==> src/rtl/switch_pkg.sv <==
// Shared types and constants for the 4-port switch.
package switch_pkg;

    localparam int NPORTS_DEF = 4;

    // Input-port FSM states, consumed by the port controllers.
    typedef enum logic [2:0] {
        IDLE     = 3'd0,
        ROUTE    = 3'd1,
        ARB_WAIT = 3'd2,
        XMIT     = 3'd3,
        POP      = 3'd4
    } state;

    // Packet type carried in the header.
    typedef enum logic [1:0] {
        P_DATA = 2'd0,
        P_CTRL = 2'd1,
        P_MGMT = 2'd2,
        P_RSVD = 2'd3
    } p_type;

    // Output arbiter FSM states.
    typedef enum logic [1:0] {
        A_IDLE    = 2'd0,
        A_GRANT   = 2'd1,
        A_RELEASE = 2'd2
    } arb_state_t;

endpackage

==> src/rtl/output_arbiter_rr_pick.sv <==
// Rotating-priority picker: first set request bit at or above i_rr_ptr,
// wrapping from NPORTS-1 back to 0.
import switch_pkg::*;

module rr_pick #(
    parameter int NPORTS = NPORTS_DEF,
    parameter int PW     = (NPORTS > 1) ? $clog2(NPORTS) : 1
) (
    input  logic [NPORTS-1:0] i_req,
    input  logic [PW-1:0]     i_rr_ptr,
    output logic              o_found,
    output logic [PW-1:0]     o_idx
);

    // Scan offsets from farthest to nearest so the nearest requester wins.
    always_comb begin
        int          w_pos;
        logic [PW-1:0] w_pos_idx;
        o_found   = |i_req;
        o_idx     = '0;
        w_pos     = 0;
        w_pos_idx = '0;
        for (int k = NPORTS - 1; k >= 0; k--) begin
            w_pos = int'(i_rr_ptr) + k;
            if (w_pos >= NPORTS) begin
                w_pos = w_pos - NPORTS;
            end
            w_pos_idx = PW'(w_pos);
            if (i_req[w_pos_idx]) begin
                o_idx = w_pos_idx;
            end
        end
    end

endmodule

==> src/rtl/output_arbiter.sv <==
// Per-output round-robin arbiter. Grants one input port at a time and holds
// the grant until the winner finishes, withdraws its request, or the hold
// budget runs out. A one-cycle bubble follows every release.
import switch_pkg::*;

module output_arbiter #(
    parameter int NPORTS   = NPORTS_DEF,
    parameter int HOLD_MAX = 16,
    parameter int PW       = (NPORTS > 1) ? $clog2(NPORTS) : 1
) (
    input  logic              clk,
    input  logic              rst,
    input  logic [NPORTS-1:0] i_req,
    input  logic [NPORTS-1:0] i_done,
    output logic [NPORTS-1:0] o_grant,
    output logic              o_arb_active,
    output logic [PW-1:0]     o_mux_select,
    output logic              o_timeout,
    output logic              o_abort,
    output arb_state_t        o_dbg_state,
    output logic [PW-1:0]     o_dbg_rr_ptr
);

    localparam int HW = $clog2(HOLD_MAX + 1);

    arb_state_t        r_state;
    logic [NPORTS-1:0] r_grant;
    logic              r_arb_active;
    logic [PW-1:0]     r_mux_select;
    logic              r_timeout;
    logic              r_abort;
    logic [PW-1:0]     r_rr_ptr;
    logic [HW-1:0]     r_hold_cnt;

    logic              w_found;
    logic [PW-1:0]     w_pick_idx;
    logic [NPORTS-1:0] w_pick_onehot;
    logic              w_win_done;
    logic              w_win_req;
    logic              w_hold_expired;
    logic [PW-1:0]     w_next_ptr;

    rr_pick #(.NPORTS(NPORTS), .PW(PW)) u_rr_pick (
        .i_req    (i_req),
        .i_rr_ptr (r_rr_ptr),
        .o_found  (w_found),
        .o_idx    (w_pick_idx)
    );

    // While granted, r_mux_select is the winner index; only its done/req bits matter.
    assign w_pick_onehot  = {{(NPORTS-1){1'b0}}, 1'b1} << w_pick_idx;
    assign w_win_done     = i_done[r_mux_select];
    assign w_win_req      = i_req[r_mux_select];
    assign w_hold_expired = (r_hold_cnt == HW'(HOLD_MAX));
    assign w_next_ptr     = (r_mux_select == PW'(NPORTS - 1)) ? '0 : r_mux_select + PW'(1);

    // Arbitration FSM, hold counter, round-robin pointer and output registers.
    always_ff @(posedge clk) begin
        if (rst) begin
            r_state      <= A_IDLE;
            r_grant      <= '0;
            r_arb_active <= 1'b0;
            r_mux_select <= '0;
            r_timeout    <= 1'b0;
            r_abort      <= 1'b0;
            r_rr_ptr     <= '0;
            r_hold_cnt   <= '0;
        end else begin
            r_timeout <= 1'b0;
            r_abort   <= 1'b0;
            case (r_state)
                A_IDLE: begin
                    if (w_found) begin
                        r_grant      <= w_pick_onehot;
                        r_arb_active <= 1'b1;
                        r_mux_select <= w_pick_idx;
                        r_hold_cnt   <= HW'(1);
                        r_state      <= A_GRANT;
                    end
                end
                A_GRANT: begin
                    if (w_win_done || !w_win_req || w_hold_expired) begin
                        // Completion outranks withdrawal, which outranks the timeout.
                        r_grant      <= '0;
                        r_arb_active <= 1'b0;
                        r_mux_select <= '0;
                        r_hold_cnt   <= '0;
                        r_rr_ptr     <= w_next_ptr;
                        r_state      <= A_RELEASE;
                        if (!w_win_done) begin
                            if (!w_win_req) begin
                                r_abort <= 1'b1;
                            end else begin
                                r_timeout <= 1'b1;
                            end
                        end
                    end else if (!w_hold_expired) begin
                        r_hold_cnt <= r_hold_cnt + HW'(1);
                    end
                end
                A_RELEASE: begin
                    r_state <= A_IDLE;
                end
                default: begin
                    r_state <= A_IDLE;
                end
            endcase
        end
    end

    assign o_grant      = r_grant;
    assign o_arb_active = r_arb_active;
    assign o_mux_select = r_mux_select;
    assign o_timeout    = r_timeout;
    assign o_abort      = r_abort;
    assign o_dbg_state  = r_state;
    assign o_dbg_rr_ptr = r_rr_ptr;

endmodule

==> config.mk <==
export PLATFORM = sky130hd
export DESIGN_NAME = output_arbiter
export DESIGN_NICKNAME = d
export VERILOG_FILES = /design/src/rtl/switch_pkg.sv /design/src/rtl/output_arbiter_rr_pick.sv /design/src/rtl/output_arbiter.sv
export SDC_FILE = /design/constraint.sdc
export NUM_CORES = 1
export LEC_CHECK = 0
export BUFFER_PORTS_ARGS = -buffer_cell sky130_fd_sc_hd__buf_2
export CORE_ASPECT_RATIO = 1.5
export CORE_MARGIN = 2
export CORE_UTILIZATION = 45
export CTS_CLUSTER_DIAMETER = 150
export DETAILED_ROUTE_END_ITERATION = 6
export PLACE_DENSITY = 0.67
export SYNTH_ARGS = -nofsm -noshare
export SYNTH_HDL_FRONTEND = slang
export SYNTH_SLANG_ARGS = --single-unit
==> constraint.sdc <==
create_clock -name clk -period 2.2 [get_ports clk]
set_clock_uncertainty 0.05 [all_clocks]
set_input_delay 0.44 -clock clk [delete_from_list [all_inputs] [get_ports clk]]
set_output_delay 0.44 -clock clk [all_outputs]
set_load 0.05 [all_outputs]
==> flow_summary.ini, run 1 <==
[synth]
ys_async_sr_fraction_pct = 0
synth_most_common_cell = dfxtp_1
synth_edf_count = 0
ys_top_cells_by_count = dfxtp_1, inv_1, nand2b_1, nor2_1
synth_cell_types = 36
syn_area_sq_um = 999.7
synth_warnings = 0
syn_area_per_cell_sq_um = 9.431
ys_ff_latch = 18
synthCells = 106
seq_area_frac_synth_pct = 36.05
synth_nets = 119
synth_top_cell_area_share_pct = 36.05
yosys.area.top_type = dfxtp_1
synth_ff_type = dfxtp_1
synthTopCellsByArea = dfxtp_1, mux4_1, nand2b_1, o32ai_1, ha_1

[clocking]
hold_buffers = 0
tritoncts = done
numCtsBuffers = 3
cts_buffer_depth = 2
numClockSinks = 18
clk_pin_slew_ps = 100
cts_setup_buffers = 0
clkLatencyLatePin_ps = 290
cts-root-buf = clkbuf_4
htreeDepth = 1
ctsResizeCount = 0

[setup_path]
r2r.worst_path.cells = 7
critPathRequiredTime_ps = 2350
slowest_delay_ps = 370
end_kind = register
crit_fanout = 8
r2r-end = o_grant[3]
startpoint_type = register
crit_type = reg2reg
worst_ep_arrival_time_ps = 2010
cp-startpoint = r_hold_cnt[0]
critPathBufInv = 2
path_delay_family = simple AND/OR/NAND/NOR gates
crit_chain = inv_1 -> ha_1 -> nor4bb_1 -> buf_4 -> nor2_1 -> a21oi_4 -> o32ai_1
path_depth = 7
r2r-start = r_hold_cnt[0]
slowest_stage = dfxtp_1
crit_path_end = o_grant[3]
r2r_setup_slack_ps = 340

[power]
p_clk_share_pct = 25.7
seqPwrFrac_pct = 46.0
switching_share_pct = 35.24
internal_power_uw = 520.9
p_comb_share_pct = 28.3
power_uw = 804.3
powerDensity_mw_per_mm2 = 689.7
leakagePower_nw = 0.4559
vdd_ir_drop_max_v = 0.0004243
switching_power_uw = 283.5

[drt]
drt-pass1-iter-count = 4
drt-initial-drc-count = 28
wl_mm = 2.287
vias_per_cell = 5.855
post_drt_wl_per_cell_um = 15.05
via_count = 890
ant_nets = 0
drc = 0

[floorplan]
coreArea_sq_mm = 0.002077
rows = 20
die-height_um = 61.73
initial_core_util_pct = 48.13
die_area_sq_mm = 0.002622
ios = 23
die_w_um = 42.49

[placement]
hpwl_mm = 1.736
port_buffers = 22
gp_congestion = 0.8275
post-place-cells = 148
preCtsSetupSlack_ps = 178.4
place_area_sq_mm = 0.001130

[worst_hold_path]
min_path_type = reg2reg

[grt]
grt_pass1_wl_mm = 3.815
grt.overflow.total = 0
grt_max_degree = 23
grt_antenna_before_repair = 0
grt_usage_pct = 19.35
grt_pass1_vias = 851

[finish]
final_net_count = 144
drive_above_1_share_pct = 25.38
diodes = 0
utilization_pct = 56.14
area_delta_synth_final_pct = 16.65
fin_area_sq_mm = 0.001166
fin_cells = 152

[sta]
slew_headroom_pct = 68.76
grt_setup_unrepaired = no
setup_violations = 0
hold_viol = 0
finalSetupTns_ps = 0
whs_ps = 437.4
fmax_ghz = 0.5387
min_period_ps = 1856
finalCritPeriodShare_pct = 84.38
setup_slack_ps = 343.6
maxSlewViolCount = 0
worstMarginPinSlew_ps = 466.9

[status]
outcome = complete, no violations

[run]
maxCapViolCount = 0
## worst register-to-register path, cell delays in order, from the launching register on
cell and delay [ps]:
dfxtp_1 370, inv_1 80, ha_1 210, nor4bb_1 130, buf_4 160, nor2_1 370
a21oi_4 170, o32ai_1 240
## layout by cell type (no fill, tap or decap), drive strengths merged, types with 2 or more instances in the layout
cell,instances
buf,24
dfxtp,18
nand2b,8
inv,7
nor2,7
a21oi,7
o32ai,5
nor2b,4
nor3,4
nand3,4
nand2,4
nor4,4
clkbuf,4
a211oi,3
a31oi,3
ha,3
mux4,3
o21ai,2
mux2i,2
nand4,2
## layout make-up
type | instances | area [sq um]
sequential | 18 | 360.3
timing repair buffer | 24 | 125.1
clock buffer | 4 | 36.28
inverter | 7 | 26.28
tap | 22 | 27.53
multi-input combinational | 77 | 590.6
fill | 199 | 910.9
## how the worst min path moves through the flow
stage,slack [ps],startpoint,to,cells after the start
floorplan,450,r_hold_cnt[0],r_hold_cnt[0],2
global placement,420,o_arb_active,o_arb_active,2
detailed placement,420,o_grant[2],o_grant[2],2
CTS,440,o_grant[2],o_grant[2],2
global route,450,o_grant[2],o_grant[2],2
finish,440,o_grant[2],o_grant[2],2
## routing by layer
metal  vias up  wire length, um  share of wire [%]  GRT usage [%]
li1        449                -                  -              -
met1       416              937                 41          20.61
met2        23             1262                 55          38.90
met3         2               68                3.0          1.734
met4         0               19               0.83          8.036
met5         -                0                  0              0
## power by group through the flow
stage	logic (mW)	clock network [mW]	registers, mW
2_1_floorplan	0.112	0	0.438
3_3_place_gp	0.225	0	0.376
3_5_place_dp	0.228	0	0.377
4_1_cts	0.228	0.212	0.370
5_1_grt	0.245	0.223	0.374
6_report	0.228	0.207	0.370
## state kept, by name (all words and copies together), names as in the netlist
signal and count:
o_dbg_rr_ptr 2, o_grant 4, o_timeout 1, r_hold_cnt 5
o_abort 1, o_mux_select 2, o_arb_active 1, o_dbg_state 2
## cell families (layout without fill, tap and decap cells)
group | count (synthesis) | in the layout | synth area share [%]
AO/OA/AOI/OAI | 25 | 25 | 19.40
XOR/XNOR | 1 | 1 | 0.8763
adder cells (fa/ha/maj) | 3 | 3 | 3.755
buffers and inverters | 11 | 35 | 4.881
flip-flops | 18 | 18 | 36.05
multiplexers | 6 | 6 | 10.64
AND/OR/NAND/NOR | 42 | 42 | 24.41
Power figures use the tool's default switching activity.
==> run 2, diff against run 1 <==
PLACE_DENSITY = 0.69   (was 0.67)
clock period = 1.5 ns   (was 2.2 ns; I/O delays follow)
==> flow_summary.ini, run 2 (synthesized netlist as in run 1, its figures left out) <==
[setup_path]
r2r-start = o_mux_select[0]
crit_path_end = o_grant[0]
worst_ep_arrival_time_ps = 1750
r2r_setup_slack_ps = -130
cp-startpoint = o_mux_select[0]
critPathRequiredTime_ps = 1620
r2r.worst_path.cells = 5
r2r-end = o_grant[0]
end_kind = register
crit_type = reg2reg
startpoint_type = register
crit_fanout = 8

[floorplan]
coreArea_sq_mm = 0.002077
initial_core_util_pct = 48.13
die_w_um = 42.49
die-height_um = 61.73
die_area_sq_mm = 0.002622
ios = 23
rows = 20

[grt]
grt_pass1_vias = 958
use_met2_pct = 39.78
grt_usage_pct = 20.20
grtUsageMet3_pct = 2.023
grt_max_degree = 17
grt_busiest_layer = met2
grt_pass1_wl_mm = 3.981
grt_antenna_before_repair = 0
grt.overflow.total = 0
grt_use_met1_pct = 21.66

[status]
violations = negative setup slack
outcome = finished, violations left

[clocking]
cts_buffer_depth = 2
numClockSinks = 18
htreeDepth = 1
numCtsBuffers = 3
hold_buffers = 0
clkLatencyLatePin_ps = 300
tritoncts = done
clk_pin_slew_ps = 120
cts-root-buf = clkbuf_4

[power]
leakagePower_nw = 0.6013
powerDensity_mw_per_mm2 = 891.6
power_mw = 1.284
vdd_ir_drop_max_v = 0.0006739

[finish]
drive_above_1_share_pct = 46.79
largest_reg_flops = 5
final_net_count = 170
layout_common_cells = buf_4, buf_2, dfxtp_1
largest-register = r_hold_cnt
fin_cells = 178
final_common_cell = buf_4
utilization_pct = 69.34
n_fill_cell = 170
diodes = 0
area_delta_synth_final_pct = 44.05

[drt]
ant_nets = 0
drc = 0
drt-pass1-iter-count = 4
post_drt_wl_per_cell_um = 13.36
drt-initial-drc-count = 21
vias_per_cell = 5.624
via_count = 1001
wl_mm = 2.378

[sta]
fmax_ghz = 0.6145
finalSetupTns_ps = -1347
finalCritPeriodShare_pct = 108.5
grt_setup_unrepaired = yes
maxSlewViolCount = 0
setup_slack_ps = -127.4
slew_headroom_pct = 74.06
worstMarginPinSlew_ps = 385.9
setup_violations = 14
min_period_ps = 1627
hold_viol = 0

[placement]
gp_congestion = 0.8355
post-place-cells = 171
port_buffers = 22
hpwl_mm = 1.853

[worst_hold_path]
min_path_type = in2reg

[run]
maxCapViolCount = 0
## run 2: area by class of cell
class / instances / area [sq um] / area share (%)
Clock buffer: 4 / 36.28 / 2.520
Tap cell: 22 / 27.53 / 1.911
Inverter: 7 / 28.78 / 1.998
Multi-Input combinational cell: 77 / 646.9 / 44.92
Timing Repair Buffer: 50 / 327.8 / 22.76
Sequential cell: 18 / 372.9 / 25.89
## run 2: per-stage QoR
stage	hold slack, ps	cell area (sq um)	setup WS (ps)
after floorplan	446.6	1021	-242.4
after global placement	425.7	1314	-229.3
after detailed placement	426.7	1314	-273.7
after CTS	194.7	1390	-134.0
after global routing	209.7	1440	-212.7
final	200.2	1440	-127.4
## run 2: where the power goes
part           internal, mW  switching [mW]
combinational         0.184           0.262
sequential            0.512          0.0217
clock                 0.148           0.157
## run 2: timing repair
action	CTS	global route
setup endpoints to repair	16	14
endpoints found under the hold margin	0	0
pin swaps	4	3
gates resized for setup	8	5
setup buffers	1	2
## run 2: how the worst min path moves through the flow
stage                             start             end  slack (ps)  cells past startpoint
final                               rst  o_dbg_state[0]         200                      2
after global routing                rst  o_dbg_state[0]         210                      2
after CTS                           rst  o_dbg_state[0]         190                      2
after detailed placement   o_arb_active    o_arb_active         430                      2
after global placement       o_grant[3]      o_grant[3]         430                      2
after floorplan           r_hold_cnt[0]   r_hold_cnt[0]         450                      2
## run 2: critical path, stage by stage (launching register included)
cell,delay (ps)
dfxtp_4,370
inv_4,60
mux4_2,550
buf_6,160
a21oi_4,210
o32ai_1,120
## run 2: metal layers
metal	up-vias	wire [um]
li1	500	-
met1	481	970
met2	18	1327
met3	2	61
met4	0	19
met5	-	0
